[src/rtl/keypad_scan4x4.sv]
// keypad_scan4x4 -- 4x4 matrix keypad scanner with frame-level debounce.
// Drives one keypad column low at a time and samples the (synchronized) rows
// at the end of each column slot. A full scan of the four columns forms one
// frame, which is classified as no key, exactly one key, or several keys.
// Several keys in one frame are ghost-prone and are never accepted. A single
// key must be seen for DEBOUNCE_FRAMES consecutive frames before it is
// accepted. A release is accepted after the same number of empty frames.
//
// Ports:
//   clk        system clock
//   rst_n      synchronous reset, active-low
//   row[3:0]   keypad rows, active-low, asynchronous to clk
//   col[3:0]   column drive, active-low, exactly one bit low
//   key_code   last accepted key, row_idx*4 + col_idx
//   key_valid  one-cycle pulse when a new press is accepted
//   key_held   high from acceptance until release is accepted
module keypad_scan4x4 #(
  parameter int unsigned SCAN_DIV        = 50000,
  parameter int unsigned DEBOUNCE_FRAMES = 4
) (
  input  logic       clk,
  input  logic       rst_n,
  input  logic [3:0] row,
  output logic [3:0] col,
  output logic [3:0] key_code,
  output logic       key_valid,
  output logic       key_held
);

  localparam int unsigned DW = (SCAN_DIV > 1) ? $clog2(SCAN_DIV) : 1;
  localparam int unsigned CW = $clog2(DEBOUNCE_FRAMES + 1);
  localparam logic [DW-1:0] DIV_TC = DW'(SCAN_DIV - 1);
  localparam logic [CW-1:0] CNT_TC = CW'(DEBOUNCE_FRAMES);

  typedef enum logic [1:0] {IDLE, DEBOUNCE, PRESSED} state_t;

  state_t        state, state_nxt;
  logic [3:0]    sync1, sync2;
  logic [DW-1:0] div;
  logic [1:0]    col_idx;
  logic          tc, frame_end;

  // Frame accumulator: low-bit count saturates at 2 (means "several").
  logic [1:0]    acc_cnt, acc_cnt_nxt;
  logic [3:0]    acc_code, acc_code_nxt;
  logic [2:0]    samp_low, tot;
  logic [1:0]    samp_row;
  logic          f_none, f_key;

  logic [CW-1:0] cnt, cnt_nxt, cnt_inc;
  logic [3:0]    cand, cand_nxt, code_nxt;
  logic          held_nxt, valid_nxt, accept;

  assign tc        = (div == DIV_TC);
  assign frame_end = tc && (col_idx == 2'd3);

  always_comb begin
    col = 4'b1111;
    col[col_idx] = 1'b0;
  end

  // Current column sample merged into the running frame result.
  always_comb begin
    samp_low = '0;
    samp_row = '0;
    for (int unsigned r = 0; r < 4; r++) begin
      if (!sync2[r]) begin
        samp_low = samp_low + 3'd1;
        samp_row = 2'(r);
      end
    end
    tot          = {1'b0, acc_cnt} + samp_low;
    acc_cnt_nxt  = (tot >= 3'd2) ? 2'd2 : tot[1:0];
    // If the frame ends with exactly one low bit, only one sample ever
    // contributed, so the last single-bit sample code is the frame code.
    acc_code_nxt = (samp_low == 3'd1) ? {samp_row, col_idx} : acc_code;
  end

  assign f_none = (acc_cnt_nxt == 2'd0);
  assign f_key  = (acc_cnt_nxt == 2'd1);

  always_ff @(posedge clk) begin
    if (!rst_n) begin
      sync1    <= '1;
      sync2    <= '1;
      div      <= '0;
      col_idx  <= '0;
      acc_cnt  <= '0;
      acc_code <= '0;
    end else begin
      sync1 <= row;
      sync2 <= sync1;
      if (tc) begin
        div     <= '0;
        col_idx <= col_idx + 2'd1;
        if (col_idx == 2'd3) begin
          acc_cnt  <= '0;
          acc_code <= '0;
        end else begin
          acc_cnt  <= acc_cnt_nxt;
          acc_code <= acc_code_nxt;
        end
      end else begin
        div <= div + DW'(1);
      end
    end
  end

  always_ff @(posedge clk) begin
    if (!rst_n) begin
      state     <= IDLE;
      cnt       <= '0;
      cand      <= '0;
      key_code  <= '0;
      key_held  <= 1'b0;
      key_valid <= 1'b0;
    end else begin
      state     <= state_nxt;
      cnt       <= cnt_nxt;
      cand      <= cand_nxt;
      key_code  <= code_nxt;
      key_held  <= held_nxt;
      key_valid <= valid_nxt;
    end
  end

  always_comb begin
    state_nxt = state;
    cnt_nxt   = cnt;
    cand_nxt  = cand;
    code_nxt  = key_code;
    held_nxt  = key_held;
    valid_nxt = 1'b0;
    accept    = 1'b0;
    cnt_inc   = (cnt == CNT_TC) ? cnt : cnt + CW'(1);
    if (frame_end) begin
      case (state)
        IDLE: begin
          if (f_key) begin
            cand_nxt  = acc_code_nxt;
            cnt_nxt   = CW'(1);
            state_nxt = DEBOUNCE;
            if (CNT_TC == CW'(1)) accept = 1'b1;
          end
        end
        DEBOUNCE: begin
          if (f_key && (acc_code_nxt == cand)) begin
            cnt_nxt = cnt_inc;
            if (cnt_inc == CNT_TC) accept = 1'b1;
          end else begin
            state_nxt = IDLE;
            cnt_nxt   = '0;
          end
        end
        PRESSED: begin
          if (f_none) begin
            cnt_nxt = cnt_inc;
            if (cnt_inc == CNT_TC) begin
              held_nxt  = 1'b0;
              state_nxt = IDLE;
              cnt_nxt   = '0;
            end
          end else begin
            cnt_nxt = '0;
          end
        end
        default: begin
          state_nxt = IDLE;
          cnt_nxt   = '0;
        end
      endcase
    end
    if (accept) begin
      code_nxt  = cand_nxt;
      held_nxt  = 1'b1;
      valid_nxt = 1'b1;
      state_nxt = PRESSED;
      cnt_nxt   = '0;
    end
  end

endmodule

[config.mk]
export PLATFORM = sky130hd
export DESIGN_NAME = keypad_scan4x4
export DESIGN_NICKNAME = d
export VERILOG_FILES = /design/src/rtl/keypad_scan4x4.sv
export SDC_FILE = /design/constraint.sdc
export NUM_CORES = 1
export LEC_CHECK = 0
export CORE_MARGIN = 3
export CORE_UTILIZATION = 59
export CTS_CLUSTER_DIAMETER = 150
export DETAILED_ROUTE_END_ITERATION = 10
export PLACE_DENSITY_LB_ADDON = 0.3
export SYNTH_ARGS = -nofsm -noshare
export SYNTH_HDL_FRONTEND = slang
export SYNTH_SLANG_ARGS = --single-unit
export TNS_END_PERCENT = 1
[constraint.sdc]
create_clock -name clk -period 5 [get_ports clk]
set_input_delay 0.75 -clock clk [delete_from_list [all_inputs] [get_ports clk]]
set_output_delay 0.75 -clock clk [all_outputs]
set_load 0.03 [all_outputs]
==> flow_summary_export.csv, run 1 <==
group,metric,value,unit
detailed_routing,wirelength,5.086,mm
floorplan,die_h,72.86,um
floorplan,dieArea,5309,um2
yosys,synthCells,303,
detailed_routing,wl_per_cell,14.05,um
yosys,yosysMostFrequentCell,"dfxtp_1",
yosys,synthTopCellsByCount,"dfxtp_1 (47), nor2_1 (42), nand2_1 (23)",
floorplan,die_x,72.86,um
timing,fin_hold_ws,0.4136,ns
pwr,leakage,1.118,nW
detailed_routing,vias,2097,
floorplan,ios,16,
timing,rsz0062_at_grt,"no",
clock_network,ctsHoldBuffers,0,
placement,dp_hpwl,3.768,mm
setup_path,cpMaxStageDelayCell,"a2111oi_4",
placement,gp_congestion,0.8891,
timing,tns,0,ns
clock_network,clk_pin_slew,0.08,ns
clock_network,cts_max_path_buffers,2,
layout,diodes,0,
detailed_routing,ant_nets,0,
timing,fin_skew,0.01010,ns
yosys,synth-seq-area-share,35.67,%
timing,slew_violations,0,
global_routing,grt_pass1_wl,9.121,mm
placement,place_ws,0.9490,ns
yosys,synth-async-reset-ratio,0,%
clock_network,clkSinkCount,47,
detailed_routing,routed_via_density,5.793,
clock_network,cts_resized,0,
yosys,syn_area,2638,um2
clock_network,cts_root_buffer,"clkbuf_8",
floorplan,core-area,4144,um2
setup_path,crit_buf_inv,1,
setup_path,crit_path_start_kind,"register",
yosys,ys_ff_latch,47,
outcome,outcome,"finished clean",
yosys,ys.flop_type,"dfxtp_1",
setup_path,cp.required,5.18,ns
yosys,synth_warnings,0,
clock_network,cts_tree,"done",
layout,fillerInstances,358,
timing,tightest_slew,0.7684,ns
global_routing,grt_usage,21.67,%
pwr,p_per_area,247.1,nW/um2
global_routing,grt_overflow,0,
layout,regArea,940.9,um2
layout,area_delta_synth_final,9.630,%
timing,fmax,248.3,MHz
yosys,synth_edf_count,0,
timing,fin_crit_sh,80.54,%
setup_path,path_class,"register to register",
yosys,yosysUniqueCellTypes,59,
timing,fin_crit,4.027,ns
detailed_routing,drt_first_pass_iters,4,
layout,layout.nets,329,
setup_path,path_max_fanout,13,
setup_path,end_kind,"register",
run,max_cap_violations,0,
setup_path,cpLargestDelayFamily,"adder cells",
setup_path,cpMostUsedCell,"ha_1",
timing,max_slew_margin,48.77,%
global_routing,antenna_found_initial,0,
min_path,hold_path_class,"register to register",
yosys,netlist.area_leader.share,35.67,%
detailed_routing,drc,0,
setup_path,arrival,4.21,ns
detailed_routing,drt_iter0_drc,151,
pwr,ir_drop,151.2,uV
layout,multi_input_area,1565,um2
floorplan,rows,23,
global_routing,grt_pass1_vias,2034,
yosys,avgSynthCellArea,8.705,um2
clock_network,clock_latency,0.31,ns
yosys,syn-num-nets,321,
layout,drive_above_1_share,6.090,%
yosys,yosys.area.top_type,"dfxtp_1",
timing,setup_violations,0,
clock_network,htree_levels,2,
timing,layout_setup_ws,0.9728,ns
clock_network,post-cts-setup-buffers,0,
timing,hold_violations,0,
floorplan,start_util,63.65,%
yosys,synth.area.top_cells,"dfxtp_1 (36%), nor2_1 (6.0%), ha_1 (5.2%)",
setup_path,max_stage_delay,0.78,ns
setup_path,crit_chain,"inv_1 -> ha_1 -> xnor2_1 -> ha_1 -> mux2_2 -> fa_1 -> xnor3_1 -> and4_1 -> o2111ai_1 -> a2111oi_4 -> mux2i_1 -> nor2_1",
global_routing,grt_max_degree,19,
clock_network,cts_buffers,5,
placement,port_buffers,15,
layout by cell type (no fill, tap or decap), drive strengths merged, types with 3 or more instances in the layout:
cell type	n
dfxtp	47
nor2	42
nand2	23
inv	15
clkdlybuf4s50	15
a21oi	13
nand3	11
xor2	11
ha	11
nand2b	9
xnor2	9
o21ai	8
and3	6
nand3b	6
nand4	5
a22oi	5
mux2i	5
clkbuf	5
and2	5
nor2b	4
a21o	4
nor4	4
a211oi	4
and4bb	3
nor3b	3
nor3	3
clkinv	3
cell type report:
cell class / instances / share of cell area [%]
flip-flops and latches: 47 / 32.54
repair buffers: 15 / 5.193
inverters: 16 / 2.077
multi-input cells: 226 / 54.13
clock buffers: 5 / 2.380
well taps: 50 / 2.164
clock inverters: 3 / 1.514
worst reg2reg max path: stages, from the launching register on:
cell	delay, ns
dfxtp_1	0.35
inv_1	0.05
ha_1	0.37
xnor2_1	0.25
ha_1	0.29
mux2_2	0.29
fa_1	0.42
xnor3_1	0.42
and4_1	0.22
o2111ai_1	0.17
a2111oi_4	0.78
mux2i_1	0.26
nor2_1	0.05
where the power goes:
part | switching, W | internal [W]
combinational | 0.0000311 | 0.0000216
sequential | 0.00000358 | 0.000379
clock | 0.000130 | 0.000149
total | 0.000165 | 0.000550
stage by stage:
| step | power, W | util (%) | cells | cell area (um2) |
|---|---|---|---|---|
| floorplan | 0.0004311 | - | 303 | 2638 |
| CTS | 0.0007202 | 69.78 | 362 | 2892 |
| global placement | 0.0004427 | 67.06 | 354 | 2779 |
| global route | 0.0007438 | 69.78 | 362 | 2892 |
| detailed placement | 0.0004433 | 67.06 | 354 | 2779 |
| finish | 0.0007146 | 69.78 | 362 | 2892 |
metal layers:
layer / GRT usage [%] / share of wire (%)
met1: 29.97 / 47
met2: 32.77 / 45
met3: 4.545 / 5.5
met4: 9.016 / 2.2
met5: 0 / 0
flip-flops by register name, indices dropped and copies added, names as in the netlist:
signal and count:
key_held 1, acc_cnt 2, cnt 3, cand 4, key_code 4, col_idx 2, sync1 4, key_valid 1
state 2, sync2 4, acc_code 4, div 16
final timing paths:
| kind | end | cells after the start | slack [ns] | start |
|---|---|---|---|---|
| worst max-delay path | key_code[3] | 12 | 0.97 | sync2[1] |
| worst min-delay path | sync2[3] | 1 | 0.41 | sync1[3] |
| worst max register to register | key_code[3] | 12 | 0.97 | sync2[1] |
| worst min register to register | sync2[3] | 1 | 0.41 | sync1[3] |
logic make-up (layout without fill, tap and decap cells):
| group | after synthesis | count (layout) | synth area share (%) |
|---|---|---|---|
| adder cells (fa/ha/maj) | 12 | 12 | 5.977 |
| XOR/XNOR | 22 | 22 | 8.396 |
| buffers and inverters | 30 | 39 | 4.980 |
| AND/OR/NAND/NOR | 134 | 134 | 27.99 |
| flip-flops | 47 | 47 | 35.67 |
| multiplexers | 7 | 7 | 2.751 |
| AO/OA/AOI/OAI | 51 | 51 | 14.23 |
No activity file was read; power rests on OpenSTA's default activity.
==> run 2, diff against run 1 <==
- CORE_UTILIZATION: 59 -> 53
- clock period: 5 -> 3.35 ns (I/O delays scaled with it)
==> run 2 against run 1 <==
Critical path depth increased by 3. Sequential power up 49%. Largest power group unchanged. Maximum frequency up 24%. Hold slack better by 0.0014 ns. Wire length increased by 14%. Die area increased by 10%. Register-to-register slack lost 0.88 ns. Clock skew is 0.0027 ns lower. Critical path type unchanged. Power increased by 56%. Worst setup slack got worse by 0.88 ns. Flip-flop and latch count unchanged. Via count increased by 4.7%.
==> flow_summary_export.csv, run 2 (synthesis gave the netlist of run 1 again) <==
group,metric,value,unit
timing,hold_violations,0,
clock_network,cts_root_buffer,"clkbuf_8",
detailed_routing,wl_per_cell,14.54,um
layout,final_cell_mix,"dfxtp_1 (44), nor2_1 (42), nand2_1 (23)",
placement,dp_hpwl,4.022,mm
clock_network,clkSinkCount,47,
detailed_routing,drt_first_pass_iters,5,
layout,largest_register_ffs,16,
timing,fin_crit_sh,97.09,%
layout,fillerInstances,396,
global_routing,grt_usage,20.88,%
global_routing,grt_max_degree,19,
layout,layout.nets,349,
clock_network,cts_tree,"done",
floorplan,ios,16,
placement,gp_congestion,0.8943,
timing,fmax,307.5,MHz
setup_path,path_class,"register to register",
floorplan,rows,25,
setup_path,path_max_fanout,6,
run,max_cap_violations,0,
clock_network,ctsHoldBuffers,0,
floorplan,die_h,76.55,um
detailed_routing,wirelength,5.803,mm
detailed_routing,drt_iter0_drc,137,
clock_network,clk_pin_slew,0.09,ns
detailed_routing,routed_via_density,5.504,
pwr,ir_drop,368.1,uV
floorplan,start_util,55.47,%
timing,fin_crit,3.253,ns
detailed_routing,drc,0,
layout,final_common_cell,"dfxtp_1",
clock_network,htree_levels,2,
layout,top_register,"div",
placement,dp_cells,382,
global_routing,grt_pass1_vias,2125,
layout,diodes,0,
global_routing,antenna_found_initial,0,
pwr,p_per_area,354.0,nW/um2
timing,setup_violations,0,
timing,slew_violations,0,
pwr,p_total,0.001118,W
min_path,hold_path_class,"register to register",
detailed_routing,vias,2196,
setup_path,cp.required,3.53,ns
floorplan,core-area,4755,um2
pwr,leakage,1.232,nW
timing,fin_skew,0.007447,ns
clock_network,cts_buffers,5,
global_routing,grt_overflow,0,
layout,drive_above_1_share,16.27,%
clock_network,cts_max_path_buffers,2,
outcome,outcome,"finished clean",
placement,port_buffers,15,
floorplan,dieArea,5859,um2
timing,tightest_slew,0.6656,ns
setup_path,crit_path_start_kind,"register",
detailed_routing,ant_nets,0,
layout,stdcell_count,399,
global_routing,grt_pass1_wl,9.929,mm
floorplan,die_x,76.55,um
setup_path,end_kind,"register",
clock_network,clock_latency,0.30,ns
layout,area_delta_synth_final,19.73,%
timing,max_slew_margin,54.48,%
setup_path,arrival,3.43,ns
==> run 2: area by class of cell <==
| cell class | count | area, um2 | share of cell area (%) |
|---|---|---|---|
| repair buffers | 35 | 301.5 | 9.548 |
| clock inverters | 2 | 35.03 | 1.109 |
| well taps | 67 | 83.83 | 2.655 |
| clock buffers | 6 | 82.58 | 2.615 |
| multi-input cells | 226 | 1648 | 52.18 |
| flip-flops and latches | 47 | 947.2 | 29.99 |
| inverters | 16 | 60.06 | 1.902 |
==> run 2: worst paths after layout <==
path / start / endpoint / slack [ns] / cells after the start
min: sync1[1] / sync2[1] / 0.42 / 1
min reg2reg: sync1[1] / sync2[1] / 0.42 / 1
max reg2reg: sync2[1] / state[0] / 0.1 / 15
max: sync2[1] / state[0] / 0.1 / 15
==> run 2: where the power goes <==
part           internal [W]  total [W]  switching (W)
registers          0.000565   0.000572     0.00000617
clock network      0.000242   0.000432       0.000191
logic             0.0000568   0.000114      0.0000574
==> run 2: through the flow <==
stage | util [%] | setup WS [ns] | setup TNS [ns] | area [um2] | hold slack (ns)
6_report | 66.42 | 0.09747 | 0 | 3158 | 0.4150
5_1_grt | 66.42 | -0.03241 | -0.07258 | 3158 | 0.4287
4_1_cts | 64.79 | 0.01531 | 0 | 3080 | 0.4162
3_3_place_gp | 60.79 | 0.05339 | 0 | 2890 | 0.3928
2_1_floorplan | - | 0.05377 | 0 | 2645 | 0.3863
3_5_place_dp | 60.79 | -0.03349 | -0.1053 | 2890 | 0.3956
==> run 2: critical path: stages (launching register included) <==
cell	delay (ns)
dfxtp_2	0.34
inv_2	0.07
ha_4	0.13
nand2b_4	0.11
a21boi_4	0.21
ha_4	0.23
mux2_4	0.28
fa_2	0.38
xnor3_1	0.26
and4_1	0.24
o2111ai_2	0.13
a2111oi_4	0.28
buf_6	0.14
buf_4	0.13
nand3b_1	0.12
mux2i_1	0.07
==> run 2: layer usage <==
metal / up-vias / track usage [%] / routed length [um]
met5: - / 0 / 0
li1: 1115 / - / -
met4: 0 / 7.609 / 87
met3: 8 / 3.664 / 197
met1: 1028 / 27.57 / 2797
met2: 45 / 34.18 / 2721
==> run 2: timing repair <==
item	CTS	global route
endpoints found under the hold margin	0	0
buffers inserted	6	4
resized for setup	9	12
endpoints found under the setup margin	6	10
pin swaps	3	8
==> edit 1, RTL diff (flow settings as in run 1) <==
Register the output `col`, without a reset; this adds one clock of latency there. The other outputs are not delayed to match.
--- a/src/rtl/keypad_scan4x4.sv
+++ b/src/rtl/keypad_scan4x4.sv
@@ -34,6 +34,8 @@
 
   typedef enum logic [1:0] {IDLE, DEBOUNCE, PRESSED} state_t;
 
+  logic [3:0] col_d;
+
   state_t        state, state_nxt;
   logic [3:0]    sync1, sync2;
   logic [DW-1:0] div;
@@ -55,8 +57,8 @@
   assign frame_end = tc && (col_idx == 2'd3);
 
   always_comb begin
-    col = 4'b1111;
-    col[col_idx] = 1'b0;
+    col_d = 4'b1111;
+    col_d[col_idx] = 1'b0;
   end
 
   // Current column sample merged into the running frame result.
@@ -179,5 +181,9 @@
     end
   end
 
+  always_ff @(posedge clk) begin
+    col <= col_d;
+  end
+
 endmodule
 
Check against the original RTL: no difference found for any inputs over 10 cycles, from zero or initial values and one cycle with rst_n low; that may be too few to reach the edited logic, so the function may still have changed.
==> edit 1 against run 1 <==
- sequential cell count increased by 4
- synthesized area rose by 7.4%
- non-clock buffer count did not move
- worst setup slack got worse by 0.047 ns
- routed wire length increased by 14%
- largest power group unchanged
- final area up 7.0%
- total power decreased by 1.9%
- critical path depth unchanged
- die area rose by 6.7%
- combinational power is 4.9% lower
- clock skew up 0.0010 ns
==> edit 1: results (changes against run 1) <==
Yosys
  • Syn_nets: 328 (was 321)
  • Synth area leaders: dfxtp_1 (36%), ha_1 (4.9%), nor2_1 (4.1%) (was dfxtp_1 (36%), nor2_1 (6.0%), ha_1 (5.2%))
  • Ys async rst share: 0 (unchanged)
  • Adder-Cell Fraction of Synth Area: 0.0557 (was 0.0598)
  • Ys Warns: 0 (unchanged)
  • Syn Area/Cell: 9.13 sq um (was 8.70 sq um)
  • Post-synthesis mux area share: 0.0247 (was 0.0275)
  • Top cells by count, synth: dfxtp_1 (51), nor2_1 (31), inv_1 (19), nand2_1 (19), nand2b_1 (16) (was dfxtp_1 (47), nor2_1 (42), nand2_1 (23), inv_1 (15), a21oi_1 (13))
  • Sequential-to-total area share from yosys stat: 0.361 (was 0.357)
  • Synth Area in XOR/XNOR: 0.0751 (was 0.0840)
  • Synth cell types: 76 (was 59)
  • Synth Area in Compound Gates: 0.156 (was 0.142)

Route
  • DRT Pass-1 Iters: 5 (was 4)
  • First DRT Iteration DRCs: 185 (was 151)
  • Vias: 2295 (was 2097)
  • Wire per inst: 15.4 microns (was 14.0 microns)

Clock tree
  • Resized cells post-CTS: 0 (unchanged)
  • Max clock buf depth: 2 (unchanged)
  • Post-CTS setup buffers: 0 (unchanged)
  • Total CTS buffers: 5 (unchanged)
  • Skew-Pair Late Insertion Delay: approximately 0.30 ns
  • Clock-pin slew on the worst setup and hold paths: 0.08 ns (about the same)
  • Clk root buf: clkbuf_8 (unchanged)
  • Max H-tree Level: 2 (unchanged)

Worst hold path
  • Worst hold path class: reg -> reg (unchanged)

Global route
  • Vias in the first global route: 2171 (was 2034)
  • First-pass GRT wire length: 9650 microns (was 9120 microns)
  • GRT Overall Usage: 0.219 (was 0.217)
  • Initial antenna violation count: 0 (unchanged)
  • Pin count of the biggest net entering global routing: 21 (was 19)

Final layout
  • Top reg by flops: div (unchanged)
  • Fin cells: 376 (was 362)
  • Number of flip-flops in the largest register: 16 (unchanged)
  • Final net count: 342 (was 329)
  • ANT cells: 0 (unchanged)
  • Share of cells above drive strength 1: 0.102 (was 0.0609)

Placement
  • Placed cell count: 369 (was 354)
  • GPL Wtd Cong: 0.879 (was 0.889)
  • Placement Setup Slack: 0.984 ns (was 0.949 ns)
  • Dpl cell area: 3010 sq um (was 2780 sq um)
  • I/O Buffers: 15 (unchanged)
  • DP Wirelength: 4400 microns (was 3770 microns)

Worst setup path
  • Arrival time worst endpoint: 4.26 ns (was 4.21 ns)
  • CP max FO: 9 (was 13)

Pwr
  • Leak: 1.13 nW (was 1.12 nW)
  • Max VDD drop: 0.145 mV (was 0.151 mV)

Status
  • Status: complete, no violations (unchanged)

STA
  • Slew @ Worst Pin: 0.737 ns (was 0.768 ns)
  • Clock Skew: 0.0111 ns (was 0.0101 ns)
## edit 1: changes by cell type after synthesis, sizes merged, moves of 4 or more
cell,delta
mux2i,-4
a21oi,-6
or4,+4
and3,-5
inv,+4
nand2b,+7
nor2,-11
buf,-4
o31a,+6
xor2,-4
dfxtp,+4
## edit 1: worst max-delay path, stage by stage, from the launching register on
cell,delay (ns)
dfxtp_1,0.37
inv_1,0.06
ha_1,0.39
xnor2_1,0.27
ha_1,0.28
nor2_1,0.30
a31oi_1,0.10
fa_1,0.44
xnor3_1,0.39
and4b_2,0.23
o2111ai_1,0.27
or4_4,0.54
mux2_1,0.32
## edit 1: routing by layer
metal / global-route usage / vias to the layer above / share of wire
li1: - / 1145 / -
met1: 0.287 / 1073 / 0.46
met2: 0.370 / 71 / 0.48
met3: 0.0467 / 6 / 0.051
met4: 0.0544 / 0 / 0.0083
met5: 0 / - / 0
## edit 1: stage by stage
| step | total power, mW | util |
|---|---|---|
| global placement | 0.473 | 0.667 |
| CTS | 0.709 | 0.687 |
| floorplan | 0.461 | - |
| detailed placement | 0.474 | 0.667 |
| global route | 0.728 | 0.687 |
| finish | 0.701 | 0.687 |
## edit 1: worst paths after layout
kind | cells past startpoint | startpoint | to | slack [ns]
setup / recovery | 12 | sync2[1] | key_code[1] | 0.93
hold reg to reg | 1 | sync1[2] | sync2[2] | 0.41
hold / removal | 1 | sync1[2] | sync2[2] | 0.41
setup reg to reg | 12 | sync2[1] | key_code[1] | 0.93
## edit 1: layout make-up
class                   count  area [sq um]
clock inverters             1          5.00
repair buffers             15           150
inverters                  19          71.3
flip-flops and latches     51          1020
fillers                   376          1410
multi-input cells         232          1700
well taps                  52          65.1
clock buffers               6          82.6
## edit 1: kinds of logic after synthesis
family          count (synthesis)
buf+inv                        27
compound gates                 58
flops                          51
simple gates                  135
mux                             6
fa+ha+maj                      12
xor+xnor                       21
## edit 1: where the power goes
group          internal [mW]  switching [mW]  total (mW)  leakage, nW
Sequential             0.411         0.00453       0.415        0.413
Combinational         0.0189          0.0311      0.0501        0.665
Clock                  0.109           0.126       0.235       0.0470
==> edit 2, RTL diff (config.mk and constraints of run 1) <==
Without the edit above. Set the parameter `SCAN_DIV` to 100000 (it was 50000).
--- a/src/rtl/keypad_scan4x4.sv
+++ b/src/rtl/keypad_scan4x4.sv
@@ -15,7 +15,7 @@
 //   key_valid  one-cycle pulse when a new press is accepted
 //   key_held   high from acceptance until release is accepted
 module keypad_scan4x4 #(
-  parameter int unsigned SCAN_DIV        = 50000,
+  parameter int unsigned SCAN_DIV        = 100000,
   parameter int unsigned DEBOUNCE_FRAMES = 4
 ) (
   input  logic       clk,
Behaviour: no difference found for any inputs over 10 cycles, from zero or initial values and one cycle with rst_n low; that may be too few to reach the edited logic, so the function may still have changed.
==> edit 2 against run 1 <==
- synthesized area shrank 3.4%
- die area decreased by 3.1%
- via count is 6.9% lower
- final area shrank 3.2%
- worst setup slack worse by 0.0052 ns
- total power fell by 4.5%
- sequential power increased by 2%
- routed wire length fell by 9.1%
- sequential cell count rose by 1
==> edit 2: results (changes against run 1) <==
Status
  • Status: complete, no violations (unchanged)

Route
  • First DRT Iteration DRCs: 63 (was 151)
  • Wire per inst: 13.3 microns (was 14.0 microns)

STA
  • Slew @ Worst Pin: 0.637 ns (was 0.768 ns)
  • WHS: 0.411 ns (was 0.414 ns)

Global route
  • Vias in the first global route: 1867 (was 2034)
  • GRT Overall Usage: 0.199 (was 0.217)
  • Met1 Use GR: 0.244 (was 0.300)
  • Pin count of the biggest net entering global routing: 18 (was 19)

Final layout
  • Number of flip-flops in the largest register: 17 (was 16)
  • Final net count: 316 (was 329)
  • Multi-input gate area: 1470 sq um (was 1570 sq um)
  • Clock buf count: 8 (was 5)
  • Non-CTS inverters: 17 (was 16)
  • #MultiIn Comb: 211 (was 226)
  • Seq/total area: 0.343 (was 0.325)

Worst setup path
  • Arrival time worst endpoint: 4.28 ns (was 4.21 ns)
  • CP max FO: 11 (was 13)
  • CP peak stage delay: 0.46 ns (was 0.78 ns)

Yosys
  • Synth cell types: 56 (was 59)
  • Synth area leaders: dfxtp_1 (38%), ha_1 (5.4%), xor2_1 (4.8%) (was dfxtp_1 (36%), nor2_1 (6.0%), ha_1 (5.2%))
  • Top cells by count, synth: dfxtp_1 (48), nor2_1 (31), nand2_1 (23), inv_1 (17), xor2_1 (14) (was dfxtp_1 (47), nor2_1 (42), nand2_1 (23), inv_1 (15), a21oi_1 (13))
  • Synth top area share: 0.377 (was 0.357)
  • Syn Area/Cell: 8.91 sq um (was 8.70 sq um)

Worst hold path
  • Hold path startpoint: sync1[1] (was sync1[3])

Placement
  • DP Wirelength: 3450 microns (was 3770 microns)
  • GPL Wtd Cong: 0.846 (was 0.889)

Pwr
  • Leak: 1.08 nW (was 1.12 nW)
-- edit 2: kinds of logic after synthesis --
group           count (synthesis)  share of synthesized area
xor+xnor                       26                     0.0947
fa+ha+maj                      12                     0.0619
simple gates                  123                      0.272
flops                          48                      0.377
mux                             8                     0.0329
compound gates                 42                      0.116
buf+inv                        27                     0.0457
-- edit 2: through the flow --
stage	util	instance area, sq um
finish	0.685	2800
global route	0.685	2800
CTS	0.685	2800
detailed placement	0.663	2710
global placement	0.663	2710
floorplan	-	2550
-- edit 2: power groups by stage --
stage | registers, mW | logic, mW | clock network, mW
after floorplan | 0.398 | 0.0465 | 0
after global placement | 0.400 | 0.0549 | 0
after detailed placement | 0.400 | 0.0566 | 0
after CTS | 0.391 | 0.0574 | 0.237
after global routing | 0.392 | 0.0636 | 0.251
final | 0.391 | 0.0570 | 0.234
-- edit 2: per-layer routing --
metal / wire length (microns) / share of wire
met1: 2170 / 0.47
met2: 2280 / 0.49
met3: 97 / 0.021
met4: 80 / 0.017
met5: 0 / 0
